## config.mk

```make
export PLATFORM = sky130hd
export DESIGN_NAME = mem_access_stage_flat
export DESIGN_NICKNAME = d
export VERILOG_FILES = /design/src/rtl/pipe_pkg.sv /design/src/rtl/mem_access_stage_if.sv /design/src/rtl/load_align.sv /design/src/rtl/mem_access_stage.sv /design/src/flat_wrapper.sv
export SDC_FILE = /design/constraint.sdc
export NUM_CORES = 1
export LEC_CHECK = 0
export CAP_MARGIN = 0
export CORE_MARGIN = 2
export CORE_UTILIZATION = 45
export CTS_BUF_LIST = sky130_fd_sc_hd__clkbuf_4
export CTS_CLUSTER_SIZE = 40
export DETAILED_ROUTE_END_ITERATION = 8
export PLACE_DENSITY = 0.84
export SETUP_SLACK_MARGIN = 0.05
export SLEW_MARGIN = 20
export SYNTH_ARGS = -nofsm -noshare
export SYNTH_HDL_FRONTEND = slang
export SYNTH_SLANG_ARGS = --single-unit
```

## constraint.sdc

```tcl
create_clock -name clk_i -period 5.7 [get_ports clk_i]
set_clock_uncertainty 0.2 [all_clocks]
set_input_delay 0.57 -clock clk_i [delete_from_list [all_inputs] [get_ports clk_i]]
set_output_delay 0.57 -clock clk_i [all_outputs]
set_load 0.01 [all_outputs]
```

## src/rtl/pipe_pkg.sv

```systemverilog
// Shared pipeline definitions: funct3 access codes, MEM-stage state encoding, bus widths.
package pipe_pkg;
    localparam int XLEN = 32;
    localparam int BE_W = XLEN / 8;

    localparam logic [2:0] F3_LB  = 3'b000;
    localparam logic [2:0] F3_LH  = 3'b001;
    localparam logic [2:0] F3_LW  = 3'b010;
    localparam logic [2:0] F3_LBU = 3'b100;
    localparam logic [2:0] F3_LHU = 3'b101;
    localparam logic [2:0] F3_SB  = 3'b000;
    localparam logic [2:0] F3_SH  = 3'b001;
    localparam logic [2:0] F3_SW  = 3'b010;

    typedef enum logic [1:0] {
        MEM_IDLE = 2'd0,
        MEM_BUSY = 2'd1,
        MEM_DONE = 2'd2
    } mem_state_e;

    // Legal = known size code and the address naturally aligned for that size.
    function automatic logic access_legal(input logic [2:0] f3, input logic [1:0] a);
        logic ok;
        case (f3)
            F3_LB, F3_LBU: ok = 1'b1;
            F3_LH, F3_LHU: ok = ~a[0];
            F3_LW:         ok = (a == 2'b00);
            default:       ok = 1'b0;
        endcase
        return ok;
    endfunction
endpackage

```

## src/rtl/mem_access_stage_if.sv

```systemverilog
// Data-memory req/ack bus between the MEM stage (master) and the data memory (slave).
interface mem_access_stage_if;
    import pipe_pkg::*;

    logic            mem_req_o;
    logic            mem_we_o;
    logic [XLEN-1:0] mem_addr_o;
    logic [XLEN-1:0] mem_wdata_o;
    logic [BE_W-1:0] mem_be_o;
    logic            mem_ack_i;
    logic [XLEN-1:0] mem_rdata_i;

    modport master (
        output mem_req_o, mem_we_o, mem_addr_o, mem_wdata_o, mem_be_o,
        input  mem_ack_i, mem_rdata_i
    );

    modport slave (
        input  mem_req_o, mem_we_o, mem_addr_o, mem_wdata_o, mem_be_o,
        output mem_ack_i, mem_rdata_i
    );
endinterface

```

## src/rtl/load_align.sv

```systemverilog
// Selects the addressed byte/half from a read word and sign- or zero-extends it to 32 bits.
module load_align
    import pipe_pkg::*;
(
    input  logic [XLEN-1:0] rdata_i,
    input  logic [1:0]      addr_lo_i,
    input  logic [2:0]      funct3_i,
    output logic [XLEN-1:0] data_o
);
    logic [7:0]  byte_sel;
    logic [15:0] half_sel;

    always_comb begin
        byte_sel = rdata_i[{addr_lo_i, 3'b000} +: 8];
        half_sel = rdata_i[{addr_lo_i[1], 4'b0000} +: 16];
        case (funct3_i)
            F3_LB:   data_o = {{24{byte_sel[7]}}, byte_sel};
            F3_LBU:  data_o = {24'h0, byte_sel};
            F3_LH:   data_o = {{16{half_sel[15]}}, half_sel};
            F3_LHU:  data_o = {16'h0, half_sel};
            default: data_o = rdata_i;
        endcase
    end
endmodule

```

## src/rtl/mem_access_stage.sv

```systemverilog
// MEM-stage data-memory controller: issues one req/ack access per load/store, stalling until done.
// Latency IDLE + BUSY(>=1) + DONE; aborts with bus_err_o after TIMEOUT BUSY cycles without ack.
module mem_access_stage
    import pipe_pkg::*;
#(
    parameter int TIMEOUT = 16
) (
    input  logic              clk_i,
    input  logic              rst_i,
    input  logic [XLEN-1:0]   ALUres_i,
    input  logic [XLEN-1:0]   RS2data_i,
    input  logic              MemRead_i,
    input  logic              MemWrite_i,
    input  logic [2:0]        funct3_i,
    output logic [XLEN-1:0]   Memdata_o,
    output logic              stall_o,
    output logic              addr_err_o,
    output logic              bus_err_o,
    mem_access_stage_if.master mem
);
    localparam int CNT_W = $clog2(TIMEOUT) + 1;
    localparam logic [CNT_W-1:0] CNT_LAST = CNT_W'(TIMEOUT - 1);

    mem_state_e      state_q;
    logic [CNT_W-1:0] cnt_q;
    logic [1:0]      alo_q;
    logic [2:0]      f3_q;
    logic [XLEN-1:0] memdata_q;
    logic            bus_err_q;
    logic            req_q;
    logic            we_q;
    logic [XLEN-1:0] addr_q;
    logic [XLEN-1:0] wdata_q;
    logic [BE_W-1:0] be_q;

    logic            access;
    logic            is_store;
    logic            legal;
    logic [BE_W-1:0] be_d;
    logic [XLEN-1:0] wdata_d;
    logic [XLEN-1:0] load_data;

    // Read wins when both strobes are set.
    assign access   = MemRead_i | MemWrite_i;
    assign is_store = MemWrite_i & ~MemRead_i;
    assign legal    = access_legal(funct3_i, ALUres_i[1:0]);

    always_comb begin
        be_d    = '1;
        wdata_d = '0;
        if (is_store) begin
            case (funct3_i[1:0])
                2'b00: begin
                    be_d    = 4'b0001 << ALUres_i[1:0];
                    wdata_d = {4{RS2data_i[7:0]}};
                end
                2'b01: begin
                    be_d    = ALUres_i[1] ? 4'b1100 : 4'b0011;
                    wdata_d = {2{RS2data_i[15:0]}};
                end
                default: wdata_d = RS2data_i;
            endcase
        end
    end

    load_align u_load_align (
        .rdata_i   (mem.mem_rdata_i),
        .addr_lo_i (alo_q),
        .funct3_i  (f3_q),
        .data_o    (load_data)
    );

    always_ff @(posedge clk_i) begin
        if (rst_i) begin
            state_q   <= MEM_IDLE;
            cnt_q     <= '0;
            alo_q     <= '0;
            f3_q      <= '0;
            memdata_q <= '0;
            bus_err_q <= 1'b0;
            req_q     <= 1'b0;
            we_q      <= 1'b0;
            addr_q    <= '0;
            wdata_q   <= '0;
            be_q      <= '0;
        end else begin
            case (state_q)
                MEM_IDLE: begin
                    if (access && !legal) begin
                        memdata_q <= '0;
                    end else if (access) begin
                        req_q   <= 1'b1;
                        we_q    <= is_store;
                        addr_q  <= {ALUres_i[XLEN-1:2], 2'b00};
                        wdata_q <= wdata_d;
                        be_q    <= be_d;
                        alo_q   <= ALUres_i[1:0];
                        f3_q    <= funct3_i;
                        cnt_q   <= '0;
                        state_q <= MEM_BUSY;
                    end
                end
                MEM_BUSY: begin
                    // An ack arriving on the timeout edge still completes normally.
                    if (mem.mem_ack_i) begin
                        req_q     <= 1'b0;
                        memdata_q <= we_q ? '0 : load_data;
                        state_q   <= MEM_DONE;
                    end else if (cnt_q == CNT_LAST) begin
                        req_q     <= 1'b0;
                        bus_err_q <= 1'b1;
                        memdata_q <= '0;
                        state_q   <= MEM_DONE;
                    end else begin
                        cnt_q <= cnt_q + CNT_W'(1);
                    end
                end
                MEM_DONE: begin
                    bus_err_q <= 1'b0;
                    state_q   <= MEM_IDLE;
                end
                default: state_q <= MEM_IDLE;
            endcase
        end
    end

    assign stall_o    = (state_q == MEM_BUSY) || ((state_q == MEM_IDLE) && access && legal);
    assign addr_err_o = (state_q == MEM_IDLE) && access && !legal;
    assign Memdata_o  = memdata_q;
    assign bus_err_o  = bus_err_q;

    assign mem.mem_req_o   = req_q;
    assign mem.mem_we_o    = we_q;
    assign mem.mem_addr_o  = addr_q;
    assign mem.mem_wdata_o = wdata_q;
    assign mem.mem_be_o    = be_q;
endmodule

```

## src/flat_wrapper.sv

```systemverilog
// flat-port wrapper written by rule: the top's interface ports become plain ports
module mem_access_stage_flat import pipe_pkg::*;
#(
    parameter int TIMEOUT = 16
)
  (clk_i, rst_i, ALUres_i, RS2data_i, MemRead_i, MemWrite_i, funct3_i, Memdata_o, stall_o, addr_err_o, bus_err_o, mem_mem_req_o, mem_mem_we_o, mem_mem_addr_o, mem_mem_wdata_o, mem_mem_be_o, mem_mem_ack_i, mem_mem_rdata_i);
  mem_access_stage_if mem_i ();
  input  logic clk_i;
  input  logic rst_i;
  input  logic [XLEN-1:0] ALUres_i;
  input  logic [XLEN-1:0] RS2data_i;
  input  logic MemRead_i;
  input  logic MemWrite_i;
  input  logic [2:0] funct3_i;
  output logic [XLEN-1:0] Memdata_o;
  output logic stall_o;
  output logic addr_err_o;
  output logic bus_err_o;
  output wire logic [$bits(mem_i.mem_req_o)-1:0] mem_mem_req_o;
  output wire logic [$bits(mem_i.mem_we_o)-1:0] mem_mem_we_o;
  output wire logic [$bits(mem_i.mem_addr_o)-1:0] mem_mem_addr_o;
  output wire logic [$bits(mem_i.mem_wdata_o)-1:0] mem_mem_wdata_o;
  output wire logic [$bits(mem_i.mem_be_o)-1:0] mem_mem_be_o;
  input wire logic [$bits(mem_i.mem_ack_i)-1:0] mem_mem_ack_i;
  input wire logic [$bits(mem_i.mem_rdata_i)-1:0] mem_mem_rdata_i;
  assign mem_mem_req_o = mem_i.mem_req_o;
  assign mem_mem_we_o = mem_i.mem_we_o;
  assign mem_mem_addr_o = mem_i.mem_addr_o;
  assign mem_mem_wdata_o = mem_i.mem_wdata_o;
  assign mem_mem_be_o = mem_i.mem_be_o;
  assign mem_i.mem_ack_i = mem_mem_ack_i;
  assign mem_i.mem_rdata_i = mem_mem_rdata_i;
  mem_access_stage #(.TIMEOUT(TIMEOUT)) u_core (.clk_i(clk_i), .rst_i(rst_i), .ALUres_i(ALUres_i), .RS2data_i(RS2data_i), .MemRead_i(MemRead_i), .MemWrite_i(MemWrite_i), .funct3_i(funct3_i), .Memdata_o(Memdata_o), .stall_o(stall_o), .addr_err_o(addr_err_o), .bus_err_o(bus_err_o), .mem(mem_i));
endmodule
```

==> metrics.yaml, run 1 <==
synth-seq-cells: 113
post-cts-setup-buffer-count: 0
stdcell_count: 874
cts_tree: "done"
antenna_found_initial: 0
dp_cells: 842
yosysTopAreaCell: "dfxtp_1"
hold-path-endpoint: "u_core.mem.mem_addr_o[27]"
fin_nets: 827
period_share_pct: 65.4
drc: 0
die_w_um: 109
final_cell_mix: "206 x clkdlybuf4s50_1, 113 x dfxtp_1, 89 x nand2_1"
grt_use_met1_pct: 27.8
core_um2: 10800
end_kind: "output port"
slew_headroom_pct: 31.8
path_delay_family: "buffers and inverters"
port_buffers: 206
cellLeakagePower_uw: 0.00275
area_growth_pct: 47.6
wl_per_cell_um: 16.7
ys_types: 54
crit_fanout: 15
placed_cell_area_um2: 7070
async_flop_share_pct: 0
grt_pass1_vias: 4522
drv_slew: 0
hold_path.startpoint: "u_core.mem.mem_addr_o[27]"
ios: 209
gr-usage-met2_pct: 42.3
htreeDepth: 4
reg2reg_slack_ns: 3.21
clock_sinks: 113
top_usage_layer: "met2"
rows: 38
firstDrtPassIters: 5
worstSkewPairLatency_ns: 0.48
die-area_um2: 11900
setup_tns_ns: 0
post_cts_resized: 0
yosysSeqAreaShare_pct: 45.4
required_ns: 4.93
cpMaxStageDelayCell: "clkdlybuf4s50_1"
power.density_nw_per_um2: 243
r2r-end: "u_core.Memdata_o[8]"
hold_viol_final: 0
antennaDiodeCount: 0
path_cells: "clkdlybuf4s50_1, nor4_4, o221a_2, or2_2, clkdlybuf4s50_1"
hold_buffers: 0
via_per_inst: 5.45
use_met3_pct: 6.10
design_area_um2: 7350
ir_worst_vdd_uv: 154
grt_max_degree: 44
fin_util_pct: 67.8
hp-class: "reg -> reg"
synth_ff_type: "dfxtp_1"
rsz0062_at_grt: "no"
numCtsBuffers: 17
post-route-min-period_ns: 3.73
rr_worst_depth: 4
arrival_ns: 2.96
yosysWarnings: 0
critPathKind: "in -> out"
synth.avg_cell_area_um2: 9.36
synth_edf_count: 0
via_count: 4760
crit_path_max_incr_delay_ns: 0.83
grt_first_pass_wirelength_mm: 22.1
crit-reg2reg-launch: "u_core.alo_q[1]"
yosys.area.top_type_share_pct: 45.4
cts-root-buf: "clkbuf_4"
drt_iter0_drc: 297
synth.area.top_cells: "dfxtp_1 45%, mux2i_1 6.8%, nand2_1 6.7%"
worstHoldPathCells: 2
final_common_cell: "clkdlybuf4s50_1"
die_h_um: 109
max_freq_mhz: 268
hpwl_mm: 10.6
drive_above_1_share_pct: 9.13
syn_area_um2: 4980
start_util_pct: 45.9
clk_pin_slew_ns: 0.09
cp_common_cell: "clkdlybuf4s50_1"
routed_wl_mm: 14.6
track_usage_pct: 23.9
setup_viol_count_final: 0
gr-total-overflow: 0
maxCapViolations: 0
syn_inst: 532
start_kind: "primary input"
cp_num_buf_inv: 2
worst_pin_slew_ns: 1.02
status: "complete, no violations"
ant_nets: 0
gp_congestion: 0.859
ctsLongestPathBuffers: 2
[worst max path at each step]
stage	from	to	slack, ns	depth (start not counted)
detailed placement	funct3_i[0]	stall_o	1.97	5
finish	funct3_i[0]	stall_o	1.97	5
global route	funct3_i[0]	stall_o	1.88	5
global placement	funct3_i[0]	stall_o	2.04	5
CTS	funct3_i[0]	stall_o	1.97	5
floorplan	funct3_i[0]	stall_o	3.36	5
[through the flow]
stage	setup WS, ns	hold slack, ns	total power, uW
2_1_floorplan	3.36	0.272	1030
3_3_place_gp	2.04	0.242	1200
3_5_place_dp	1.97	0.246	1210
4_1_cts	1.97	0.259	1810
5_1_grt	1.88	0.273	1880
6_report	1.97	0.256	1790
[logic make-up after synthesis]
kind of cell | Yosys count | synth area share, %
AO/OA/AOI/OAI | 167 | 25.6
AND/OR/NAND/NOR | 152 | 14.2
flip-flops | 113 | 45.4
buffers and inverters | 52 | 4.80
multiplexers | 42 | 8.87
XOR/XNOR | 3 | 0.528
adder cells (fa/ha/maj) | 2 | 0.502
other | 1 | 0.0753
[cell usage after synthesis, types with 3 or more instances]
| cell type | n |
|---|---|
| dfxtp_1 | 113 |
| nand2_1 | 89 |
| a21oi_1 | 43 |
| mux2i_1 | 34 |
| a22o_1 | 32 |
| o21ai_0 | 28 |
| nor2_1 | 23 |
| clkbuf_1 | 21 |
| buf_2 | 17 |
| a21o_1 | 16 |
| nand2b_1 | 14 |
| o2bb2ai_1 | 14 |
| o2bb2ai_2 | 10 |
| a32o_1 | 8 |
| inv_1 | 8 |
| mux2_2 | 7 |
| nor2b_1 | 7 |
| nor3_1 | 3 |
[registers in the layout (all words and copies together), names as in the netlist]
register,flops
u_core.alo_q,2
u_core.mem.mem_be_o,4
u_core.state_q,2
u_core.mem.mem_wdata_o,32
u_core.cnt_q,5
u_core.mem.mem_req_o,1
u_core.mem.mem_we_o,1
u_core.f3_q,3
u_core.Memdata_o,32
u_core.mem.mem_addr_o,30
u_core.bus_err_o,1
[power by group]
group / switching [uW] / internal, uW
clock network: 291 / 300
registers: 28.3 / 823
logic: 162 / 184
[area by class of cell]
class | instances | area (um2)
Fill cell | 922 | 3490
Sequential cell | 113 | 2260
Clock inverter | 14 | 146
Multi-Input combinational cell | 368 | 2490
Timing Repair Buffer | 213 | 2110
Inverter | 8 | 30.0
Tap cell | 140 | 175
Clock buffer | 18 | 135
[per-layer routing]
layer	vias to the layer above	share of wire, %
met2	186	50
met1	2265	41
met3	18	7.1
met5	-	0
li1	2291	-
met4	0	1.5
[worst register-to-register path, delay by kind of cell, from the launching register on]
kind	cells	cell delay [ns]
simple gates	1	0.15
flops	1	0.96
compound gates	3	1.09
Note: power is estimated with default switching activity, not from simulation.
==> inputs of run 2 (changes only) <==
CORE_UTILIZATION = 44   (was 45)
PLACE_DENSITY = 0.82   (was 0.84)
clock period = 3.5 ns   (was 5.7 ns; I/O delays follow)
==> run 2 against run 1 <==
Effect of this change:
- register-to-register slack worse by 2.2 ns
- wire length up 3.0%
- clock power up 76%
- cell count up 0.11%
- via count down 0.34%
- first-iteration DRC count up 10%
- combinational power up 64%
- largest cell class unchanged
- highest routed layer unchanged
==> metrics.yaml, run 2 (synthesis results as in run 1) <==
port_buffers: 206  # unchanged
crit_fanout: 6  # was 15
cellLeakagePower_uw: 0.00276  # was 0.00275 uW
hpwl_mm: 11.0  # was 10.6 mm
gp_congestion: 0.891  # was 0.859
wl_met2_mm: 7.41  # was 7.36 mm
hold_buffers: 0  # unchanged
antenna_found_initial: 1  # was 0
post-route-min-period_ns: 2.93
cpMaxStageDelayCell: "clkdlybuf4s50_1"  # unchanged
ios: 209  # unchanged
dp_slack_ns: 0.499  # was 1.97 ns
via_per_inst: 5.42  # was 5.45
worst_pin_slew_ns: 1.05  # was 1.02 ns
start_kind: "primary input"  # unchanged
power.density_nw_per_um2: 405  # was 243 nW/um2
top_layer: "met4"  # unchanged
status: "complete, no violations"  # unchanged
grt_max_degree: 43  # was 44
r2r-end: "u_core.Memdata_o[25]"  # was u_core.Memdata_o[8]
drc: 0  # unchanged
grt_pass1_vias: 4636  # was 4,522
maxCapViolations: 0  # unchanged
grt_first_pass_wirelength_mm: 22.9  # was 22.1 mm
whs_ns: 0.196  # was 0.256 ns
track_usage_pct: 24.6  # was 23.9%
core_um2: 10900  # was 10,800 um2
netSwitchingFraction_pct: 26.4  # was 27.0%
die_w_um: 110  # was 109 um
end_kind: "output port"  # unchanged
setup_viol_count_final: 0  # unchanged
cp_common_cell: "clkdlybuf4s50_1"  # unchanged
cp_num_buf_inv: 2  # unchanged
final_common_cell: "clkdlybuf4s50_1"  # unchanged
via_count: 4744  # was 4,760
firstDrtPassIters: 5  # unchanged
cp.depth: 5  # unchanged
max_freq_mhz: 341
worstSkewPairLatency_ns: 0.49  # was 0.48 ns
path_delay_family: "buffers and inverters"  # unchanged
wl_met1_mm: 6.13  # was 6.00 mm
gr-total-overflow: 0  # unchanged
ctsLongestPathBuffers: 2  # unchanged
rsz0062_at_grt: "no"  # unchanged
critPathKind: "in -> out"  # unchanged
wl_per_cell_um: 17.2  # was 16.7 um
placed_cell_area_um2: 7070  # about the same
path_cells: "clkdlybuf4s50_1, nor4_4, o221a_2, or2_2, clkdlybuf4s50_1"  # unchanged
htreeDepth: 4  # unchanged
drt_iter0_drc: 327  # was 297
crit-reg2reg-launch: "u_core.alo_q[1]"  # unchanged
clock_sinks: 113  # unchanged
post_cts_resized: 0  # unchanged
die_h_um: 110  # was 109 um
rr_worst_depth: 4  # unchanged
hold-path-endpoint: "u_core.mem.mem_addr_o[4]"  # was u_core.mem.mem_addr_o[27]
cts_tree: "done"  # unchanged
pwr-share-comb_pct: 19.0  # was 19.3%
arrival_ns: 2.38  # was 2.96 ns
slew_headroom_pct: 30.0  # was 31.8%
ir_worst_vdd_uv: 260  # was 154 uV
required_ns: 2.95  # was 4.93 ns
wl_met3_mm: 1.12  # was 1.03 mm
finalPower_uw: 2990  # was 1790 uW
cts-root-buf: "clkbuf_4"  # unchanged
area_growth_pct: 48.2  # was 47.6%
p_int_uw: 2200  # was 1310 uW
drive_above_1_share_pct: 9.13  # unchanged
rows: 38  # unchanged
setup_tns_ns: 0  # unchanged
die-area_um2: 12200  # was 11,900 um2
ant_nets: 0  # unchanged
switchingPower_uw: 790  # was 482 uW
num-fill-cells: 883  # was 922
hp-class: "in -> reg"  # was reg -> reg
share_seq_of_total_power_pct: 46.2  # was 47.6%
numCtsBuffers: 17  # unchanged
post-cts-setup-buffer-count: 0  # unchanged
p_clk_share_pct: 34.8  # was 33.1%
worstHoldPathCells: 3  # was 2
hold_viol_final: 0  # unchanged
start_util_pct: 45.5  # was 45.9%
drv_slew: 0  # unchanged
crit_path_max_incr_delay_ns: 0.55  # was 0.83 ns
clk_pin_slew_ns: 0.10  # was 0.09 ns
final_cell_mix: "206 x clkdlybuf4s50_1, 113 x dfxtp_1, 89 x nand2_1"  # unchanged
reg2reg_slack_ns: 1.01  # was 3.21 ns
routed_wl_mm: 15.0  # was 14.6 mm
setup_ws_ns: 0.566  # was 1.97 ns
period_share_pct: 83.8
hold_path.startpoint: "ALUres_i[4]"  # was u_core.mem.mem_addr_o[27]
fin_nets: 828  # was 827
design_area_um2: 7380  # was 7350 um2
==> run 2: cell count changes in the layout (fill, tap and decap cells not counted) <==
cell / before / now
nor2_1: 21 / 22
diode_2: 0 / 1
nor2_2: 3 / 2
clkinv_1: 3 / 2
clkinvlp_4: 2 / 1
bufinv_16: 3 / 4
clkinv_2: 6 / 5
clkinv_4: 0 / 1
buf_4: 7 / 8
==> run 2: worst max-delay path by stage <==
| stage | from | to | slack (ns) |
|---|---|---|---|
| floorplan | u_core.cnt_q[0] | u_core.Memdata_o[14] | 1.41 |
| global placement | ALUres_i[1] | u_core.mem.mem_wdata_o[29] | 0.59 |
| detailed placement | ALUres_i[1] | u_core.mem.mem_wdata_o[27] | 0.50 |
| CTS | ALUres_i[1] | stall_o | 0.58 |
| global route | ALUres_i[1] | stall_o | 0.51 |
| finish | ALUres_i[1] | stall_o | 0.57 |
==> run 2: worst reg2reg max path: cells and delay by family, from the launching register on <==
kind / cells / cell delay [ns]
AOI/OAI and AO/OA: 3 / 0.97
DFF: 1 / 0.96
muxes: 1 / 0.31
==> run 2: power groups by stage <==
stage / clock, uW / combinational, uW / sequential, uW
3_3_place_gp: 0 / 554 / 1410
3_5_place_dp: 0 / 566 / 1410
5_1_grt: 1130 / 614 / 1390
4_1_cts: 1060 / 569 / 1380
2_1_floorplan: 0 / 258 / 1420
6_report: 1040 / 569 / 1380
==> run 2: final cells by class <==
class	instances	area, um2	area share (%)
flip-flops and latches	113	2260	30.6
diodes	1	2.50	0.0339
clock buffers	18	135	1.83
clock inverters	13	169	2.29
repair buffers	214	2120	28.8
inverters	8	30.0	0.407
well taps	140	175	2.37
multi-input cells	368	2480	33.7
==> run 2: layer usage <==
layer	global-route usage, %	vias up
li1	-	2287
met1	29.6	2224
met2	41.6	203
met3	6.64	30
met4	9.91	0
met5	0	-
==> run 2: per-stage QoR <==
stage,cells,utilization (%)
after CTS,874,67.5
after detailed placement,843,64.7
after floorplan,533,-
after global routing,875,67.5
final,875,67.5
after global placement,843,64.7
